**src/rtl/hazard_pkg.sv**
```systemverilog
// Shared encodings for the P5 hazard unit: forwarding selects and Tuse/Tnew constants.
package hazard_pkg;

    typedef enum logic [1:0] {
        FWD_RF = 2'd0,
        FWD_E  = 2'd1,
        FWD_M  = 2'd2,
        FWD_W  = 2'd3
    } fwd_sel_e;

    localparam logic [1:0] TUSE_NONE = 2'd3;

    localparam logic [1:0] T_LW  = 2'd2;
    localparam logic [1:0] T_ALU = 2'd1;
    localparam logic [1:0] T_JAL = 2'd0;

endpackage

```
**src/rtl/hazard_fwd_pick.sv**
```systemverilog
// Nearest-stage-first forwarding select for one source register.
module hazard_fwd_pick
    import hazard_pkg::*;
#(
    parameter int unsigned NREG_W = 5,
    parameter int unsigned T_W    = 2
) (
    input  logic [NREG_W-1:0] i_src,
    input  logic [NREG_W-1:0] i_dst_e,
    input  logic [T_W-1:0]    i_tnew_e,
    input  logic [NREG_W-1:0] i_dst_m,
    input  logic [T_W-1:0]    i_tnew_m,
    input  logic [NREG_W-1:0] i_dst_w,
    output fwd_sel_e          o_sel
);

    // A younger match that is not ready yet hides any older match.
    always_comb begin
        o_sel = FWD_RF;
        if (i_src != '0) begin
            if (i_src == i_dst_e) begin
                if (i_tnew_e == '0) o_sel = FWD_E;
            end else if (i_src == i_dst_m) begin
                if (i_tnew_m == '0) o_sel = FWD_M;
            end else if (i_src == i_dst_w) begin
                o_sel = FWD_W;
            end
        end
    end

endmodule

```
**src/rtl/hazard_ctrl.sv**
```systemverilog
// Consumer-side hazard unit: tracks dst/Tnew through E/M/W, drives D stall and forwarding selects.
module hazard_ctrl
    import hazard_pkg::*;
#(
    parameter int unsigned NREG_W = 5,
    parameter int unsigned T_W    = 2
) (
    input  logic              clk,
    input  logic              reset,
    input  logic [NREG_W-1:0] rs_d,
    input  logic [NREG_W-1:0] rt_d,
    input  logic [T_W-1:0]    tuse_rs_d,
    input  logic [T_W-1:0]    tuse_rt_d,
    input  logic [NREG_W-1:0] dst_d,
    input  logic [T_W-1:0]    tnew_d,
    output logic              stall,
    output logic [1:0]        fwd_rs_d,
    output logic [1:0]        fwd_rt_d,
    output logic [1:0]        fwd_rs_e,
    output logic [1:0]        fwd_rt_e,
    output logic              fwd_rt_m
);

    logic [NREG_W-1:0] r_dst_e, r_rs_e, r_rt_e;
    logic [T_W-1:0]    r_tnew_e;
    logic [NREG_W-1:0] r_dst_m, r_rt_m;
    logic [T_W-1:0]    r_tnew_m;
    logic [NREG_W-1:0] r_dst_w;

    logic     w_stall_rs, w_stall_rt;
    fwd_sel_e w_sel_rs_d, w_sel_rt_d, w_sel_rs_e, w_sel_rt_e, w_sel_rt_m;

    always_comb begin
        w_stall_rs = (rs_d != '0) &&
                     ((rs_d == r_dst_e && tuse_rs_d < r_tnew_e) ||
                      (rs_d == r_dst_m && tuse_rs_d < r_tnew_m));
        w_stall_rt = (rt_d != '0) &&
                     ((rt_d == r_dst_e && tuse_rt_d < r_tnew_e) ||
                      (rt_d == r_dst_m && tuse_rt_d < r_tnew_m));
        stall      = w_stall_rs || w_stall_rt;
    end

    // M and W always advance; only E takes a bubble on stall.
    always_ff @(posedge clk or negedge reset) begin
        if (!reset) begin
            r_dst_e  <= '0;
            r_tnew_e <= '0;
            r_rs_e   <= '0;
            r_rt_e   <= '0;
            r_dst_m  <= '0;
            r_tnew_m <= '0;
            r_rt_m   <= '0;
            r_dst_w  <= '0;
        end else begin
            if (stall) begin
                r_dst_e  <= '0;
                r_tnew_e <= '0;
                r_rs_e   <= '0;
                r_rt_e   <= '0;
            end else begin
                r_dst_e  <= dst_d;
                r_tnew_e <= tnew_d;
                r_rs_e   <= rs_d;
                r_rt_e   <= rt_d;
            end
            r_dst_m  <= r_dst_e;
            r_tnew_m <= (r_tnew_e == '0) ? '0 : r_tnew_e - T_W'(1);
            r_rt_m   <= r_rt_e;
            r_dst_w  <= r_dst_m;
        end
    end

    hazard_fwd_pick #(.NREG_W(NREG_W), .T_W(T_W)) u_pick_rs_d (
        .i_src(rs_d), .i_dst_e(r_dst_e), .i_tnew_e(r_tnew_e),
        .i_dst_m(r_dst_m), .i_tnew_m(r_tnew_m), .i_dst_w(r_dst_w), .o_sel(w_sel_rs_d)
    );

    hazard_fwd_pick #(.NREG_W(NREG_W), .T_W(T_W)) u_pick_rt_d (
        .i_src(rt_d), .i_dst_e(r_dst_e), .i_tnew_e(r_tnew_e),
        .i_dst_m(r_dst_m), .i_tnew_m(r_tnew_m), .i_dst_w(r_dst_w), .o_sel(w_sel_rt_d)
    );

    // E and M consumers only look at older stages, so the unused stages are tied off.
    hazard_fwd_pick #(.NREG_W(NREG_W), .T_W(T_W)) u_pick_rs_e (
        .i_src(r_rs_e), .i_dst_e('0), .i_tnew_e('0),
        .i_dst_m(r_dst_m), .i_tnew_m(r_tnew_m), .i_dst_w(r_dst_w), .o_sel(w_sel_rs_e)
    );

    hazard_fwd_pick #(.NREG_W(NREG_W), .T_W(T_W)) u_pick_rt_e (
        .i_src(r_rt_e), .i_dst_e('0), .i_tnew_e('0),
        .i_dst_m(r_dst_m), .i_tnew_m(r_tnew_m), .i_dst_w(r_dst_w), .o_sel(w_sel_rt_e)
    );

    hazard_fwd_pick #(.NREG_W(NREG_W), .T_W(T_W)) u_pick_rt_m (
        .i_src(r_rt_m), .i_dst_e('0), .i_tnew_e('0),
        .i_dst_m('0), .i_tnew_m('0), .i_dst_w(r_dst_w), .o_sel(w_sel_rt_m)
    );

    always_comb begin
        fwd_rs_d = w_sel_rs_d;
        fwd_rt_d = w_sel_rt_d;
        fwd_rs_e = w_sel_rs_e;
        fwd_rt_e = w_sel_rt_e;
        fwd_rt_m = (w_sel_rt_m == FWD_W);
    end

endmodule
```
**config.mk**
```make
export PLATFORM = sky130hd
export DESIGN_NAME = hazard_ctrl
export DESIGN_NICKNAME = d
export VERILOG_FILES = /design/src/rtl/hazard_pkg.sv /design/src/rtl/hazard_fwd_pick.sv /design/src/rtl/hazard_ctrl.sv
export SDC_FILE = /design/constraint.sdc
export NUM_CORES = 1
export LEC_CHECK = 0
export CAP_MARGIN = 10
export CORE_UTILIZATION = 25
export DETAILED_ROUTE_END_ITERATION = 12
export PLACE_DENSITY = 0.49
export SKIP_LAST_GASP = 1
export SYNTH_ARGS = -nofsm -noshare
export SYNTH_HDL_FRONTEND = slang
export SYNTH_SLANG_ARGS = --single-unit
```
**constraint.sdc**
```tcl
create_clock -name clk -period 2.3 [get_ports clk]
set_input_delay 0.575 -clock clk [delete_from_list [all_inputs] [get_ports clk]]
set_output_delay 0.575 -clock clk [all_outputs]
set_load 0.02 [all_outputs]
```
# Word level (Yosys, flattened, before mapping)
# Index checks and enable logic that the tools add are counted.
# classes
mux	26
bitwise	0
n_addsub	1
n_eq_ne	12
n_mul	0
shifts	0
div	0
order_cmp	4
reduce_logical	19
# op_table
op	n
equality test 5 bit	11
two-way mux 2 bit	22
nonzero test 5 bit	5
zero test 5 bit	3
two-way mux 5 bit	3
< comparator 2 bit	4
logical AND 1 bit	6
zero test 2 bit	2
logical OR 1 bit	3
equality test 2 bit (second input constant)	1
subtractor 2 x 1 -> 2 bit (second input constant)	1
two-way mux 1 bit	1
# totals
regBits	34
output_inout_bits	10
rom_bits	0
memories	0
input_bits	23
mem_bits_rw	0
latch_bits	0
wordCells	70

# Logic depth before layout (Yosys ltp)
# logic_depth
ltp_word	6
depth_mapped	7
ltp_nobuf	6

# Modules after synthesis
# Synthesis repeated with hierarchy kept, for this count alone.
# unflattened
hier_cells	259
area_unflattened_um2	2481.1
# modules_own_cells
module	area_per_inst_um2	cells_per_inst	n_inst	seq_area_each_um2
hazard_ctrl	1398.8	104	1	850.8
hazard_fwd_pick	216.5	31	5	0.0

# Worst setup path before layout
# No wires, ideal clock.
# synth_path
kind	register -> output
startpoint	reg r_dst_w[2]
endpoint	out fwd_rs_e[1]
path_slack_ns	-0.204
path_buffers	1
stages_incl_launch_ff	7
required_ns	1.725
arrival_time_ns	1.929
path_cell_list	dfrtp_1 -> clkbuf_1 -> xor2_1 -> nor3_1 -> o21ai_0 -> nor4_1 -> nand2b_1
# synth_via
elab_chain_len	5
# synth_rtl
element	line_no	text
start: declaration	hazard_ctrl.sv:28	logic [NREG_W-1:0] r_dst_w;
start signal: assignment	hazard_ctrl.sv:69	r_dst_w <= r_dst_m;
equality test 5 bit	hazard_fwd_pick.sv:25	end else if (i_src == i_dst_w) begin
two-way mux 2 bit	hazard_fwd_pick.sv:25	
two-way mux 2 bit	hazard_fwd_pick.sv:23	end else if (i_src == i_dst_m) begin
two-way mux 2 bit	hazard_fwd_pick.sv:21	if (i_src == i_dst_e) begin
two-way mux 2 bit	hazard_fwd_pick.sv:20	if (i_src != '0) begin
end: declaration	hazard_ctrl.sv:19	output logic [1:0] fwd_rs_e,
# Every way passes these cells.

# Worst setup path in the final report
# layout_path
startpoint	in tuse_rs_d[1]
endpoint	out stall
# layout_via
elab_chain_len	5
elab_cells_between_ends	7
cone_classes	2 x order compare; 5 x reduce/logical
# layout_rtl
element	line_no	text
start: declaration	hazard_ctrl.sv:12	input logic [T_W-1:0] tuse_rs_d,
< comparator 2 bit (on tied branches)	hazard_ctrl.sv:35, hazard_ctrl.sv:36	
logical AND 1 bit (on tied branches)	hazard_ctrl.sv:35, hazard_ctrl.sv:36	
logical OR 1 bit (*)	hazard_ctrl.sv:35	((rs_d == r_dst_e && tuse_rs_d < r_tnew_e) ||
logical AND 1 bit (*)	hazard_ctrl.sv:34	w_stall_rs = (rs_d != '0) &&
logical OR 1 bit (*)	hazard_ctrl.sv:40	stall = w_stall_rs || w_stall_rt;
end: declaration	hazard_ctrl.sv:16	output logic stall,
# Mark *: on every way between the ends. The rest lies on a longest branch, timed or not.

==> metrics.txt <==
status finished with violations; failing checks negative setup slack; CTS Sinks 34; Non-Filler Instances 392; met3 Use GR 3.41%; Die ar. just under 0.009 mm2; max_cap viols 0; busiest grt layer met2; Worst path slowest cell ha_1; Async SR Flop Fraction 100%; mux cell area share after synthesis less than 1%; post-detailed-routing wire length 6120 um; Placed Instances 360; Fillers 707; Fmax 401 MHz; simple-gate share of the synthesized area 22.9%; Critical Path Max Stage Delay 0.30 ns; Mapped Cells 184; clock-pin slew on the worst setup and hold paths 0.08 ns; I/O pin count 33; type of the tightest min-delay check reg2reg; CTS max path bufs 2; r2r setup slk between 0.3 and 0.4 ns; largest net degree at the start of global routing 35; Synth Area in XOR/XNOR 22.7%; main combinational cell family by area after synthesis simple AND/OR/NAND/NOR gates; mapped cell area about 0.0021 mm2; synth warn 0; Starting Density a little over a quarter; Seq/Total Area, Yosys 40.9%; Final Skew about 0.0095 ns; clk_lat worst skew 0.30 ns; Leak 1.53 nW; vias per cell 4.37; CP endpoint kind output port; Final ANT Viol Nets 0; CTS Buf Count 5; most frequent cells in the layout buf_4 (65), dfrtp_1 (29), xor2_1 (20); register area 857 um2; height of the chip 93.2 um; grt ovf 0; Distinct cells, synth 34; family with the most delay on the worst path buffers and inverters; Post-Syn Nets 211; Area after DPL 0.00287 mm2; Hold Fails Final Rpt 0; Top FF cell, synth dfrtp_1; design area 0.00363 mm2; Compound-Gate Fraction of Synth Area 7.58%; Antenna diodes 0; critical path class in2out; crit start category primary input; period utilisation layout 109%; initial antenna violation count 0; Total Nets Final 316; row count 32; pre-CTS WS -1.09 ns; endpoints failing setup 8; setup TNS -1.25 ns; critical-path cell list clkdlybuf4s15_2, buf_4, ha_1, a21oi_2, nand3_2, a21oi_4, or2_4, buf_6; DRT iter0 DRCs 79; vias 1712; share of cells above drive strength 1 62.1%; setup ws final -0.197 ns; Core Area 0.00789 mm2; H-tree depth 2; Crit path buffers/inverters 3; vias in the first global route 1914; Worst Path Arrival 1.92 ns; PD cells about 580 mW/mm2; required time of the critical path 1.73 ns; All-Layer GR Usage about 15%; worst rel slew slack 66.2%; Max VDD drop 312 uV; RSZ-0062 raised after global routing yes; die width around 93 um; CTS tree yes; global-route wire length before repair 9850 um; global routing usage on met1 19.4%; fin crit period 2.50 ns; Hold Slack between 0.5 and 0.6 ns; P&R area growth vs syn 74.5%; Avg Inst Size Synth 11.3 um2; drt wl/cell 15.6 um; area of the multi-input gates 0.00162 mm2; M2 GR Usage a little over a quarter; dpl hpwl 4090 um; synthesis-stage register bit count 34; GP Congestion approximately 0.8; adder-cell share of the synthesized area 2.41%; DRC 0; commonest non-fill, non-tap cell in the layout buf_4; worst slew pin tran between 0.5 and 0.6 ns; Port Buffers 32; Final Max Tran Viols 0; Pre-antenna DRT Iters 4; EDFF count, synth 0; root buffer cell clkbuf_8; worst-path fanout max 2
## metal layers
layer,share of wire (%),vias up
li1,-,835
met1,45,839
met2,51,28
met3,2.1,10
met4,1.7,0
met5,0,-
## synth_stat cells, types with 2 or more instances
master / instances / area, um2
nand2b_1: 8 / 50.1
o211ai_1: 2 / 15.0
o21ai_0: 2 / 10.0
a2111oi_2: 3 / 45.0
or4_1: 3 / 22.5
mux2i_1: 2 / 20.0
ha_1: 4 / 50.1
a31oi_1: 2 / 12.5
nor3b_1: 5 / 37.5
clkbuf_1: 4 / 15.0
nor2_1: 8 / 30.0
dfrtp_1: 34 / 851
inv_1: 2 / 7.51
a21oi_4: 2 / 32.5
xnor2_1: 20 / 175
nand2_1: 4 / 15.0
nor4_1: 5 / 31.3
nor3_1: 7 / 35.0
a21oi_1: 3 / 15.0
nand3_1: 6 / 30.0
nor3b_2: 12 / 150
xor2_1: 34 / 298
## final timing paths
kind,endpoint,cells after the start,startpoint
hold / removal,r_rt_m[3]$_DFF_PN0_,0,r_rt_e[3]$_DFF_PN0_
setup / recovery,stall,8,tuse_rs_d[1]
min in group asynchronous,r_rt_m[0]$_DFF_PN0_,2,reset
hold reg to reg,r_rt_m[3]$_DFF_PN0_,0,r_rt_e[3]$_DFF_PN0_
max in group asynchronous,r_dst_m[4]$_DFF_PN0_,2,reset
setup reg to reg,r_rt_e[4]$_DFF_PN0_,8,r_dst_m[1]$_DFF_PN0_
## power breakdown
group,switching [mW],internal (mW),total (mW)
clock network,0.237,0.462,0.700
logic,0.334,0.362,0.696
registers,0.0646,0.653,0.717
## per-stage QoR
step	utilization [%]	power, mW
2_1_floorplan	-	0.972
3_3_place_gp	36.4	1.21
3_5_place_dp	36.4	1.21
4_1_cts	43.4	2.04
5_1_grt	46.0	2.21
6_report	46.0	2.11
## sequential cells by signal (all words and copies together) (netlist names)
name	cells
r_dst_w	5
r_tnew_e	2
r_dst_e	5
r_rs_e	5
r_rt_m	5
r_tnew_m	2
r_dst_m	5
r_rt_e	5
## layout make-up
class	count	area share, %
repair buffers	105	24.1
clock buffers	6	2.28
flip-flops and latches	34	23.6
multi-input cells	141	44.7
clock inverters	2	1.66
well taps	102	3.52
inverters	2	0.207
## kinds of logic after synthesis
logic type                 after synthesis
and+or+nand+nor                         66
DFF                                     34
buffers and inverters                    9
AOI/OAI and AO/OA                       15
muxes                                    2
xor gates and xnor gates                54
adders and majority gates                4
## timing repair
| action | CTS | global route |
|---|---|---|
| gates resized for setup | 134 | 45 |
| hold buffers | 0 | 0 |
| endpoints found under the setup margin | 10 | 10 |
| buffers inserted | 20 | 4 |
| pin swaps | 23 | 25 |
Power figures use the tool's default switching activity.
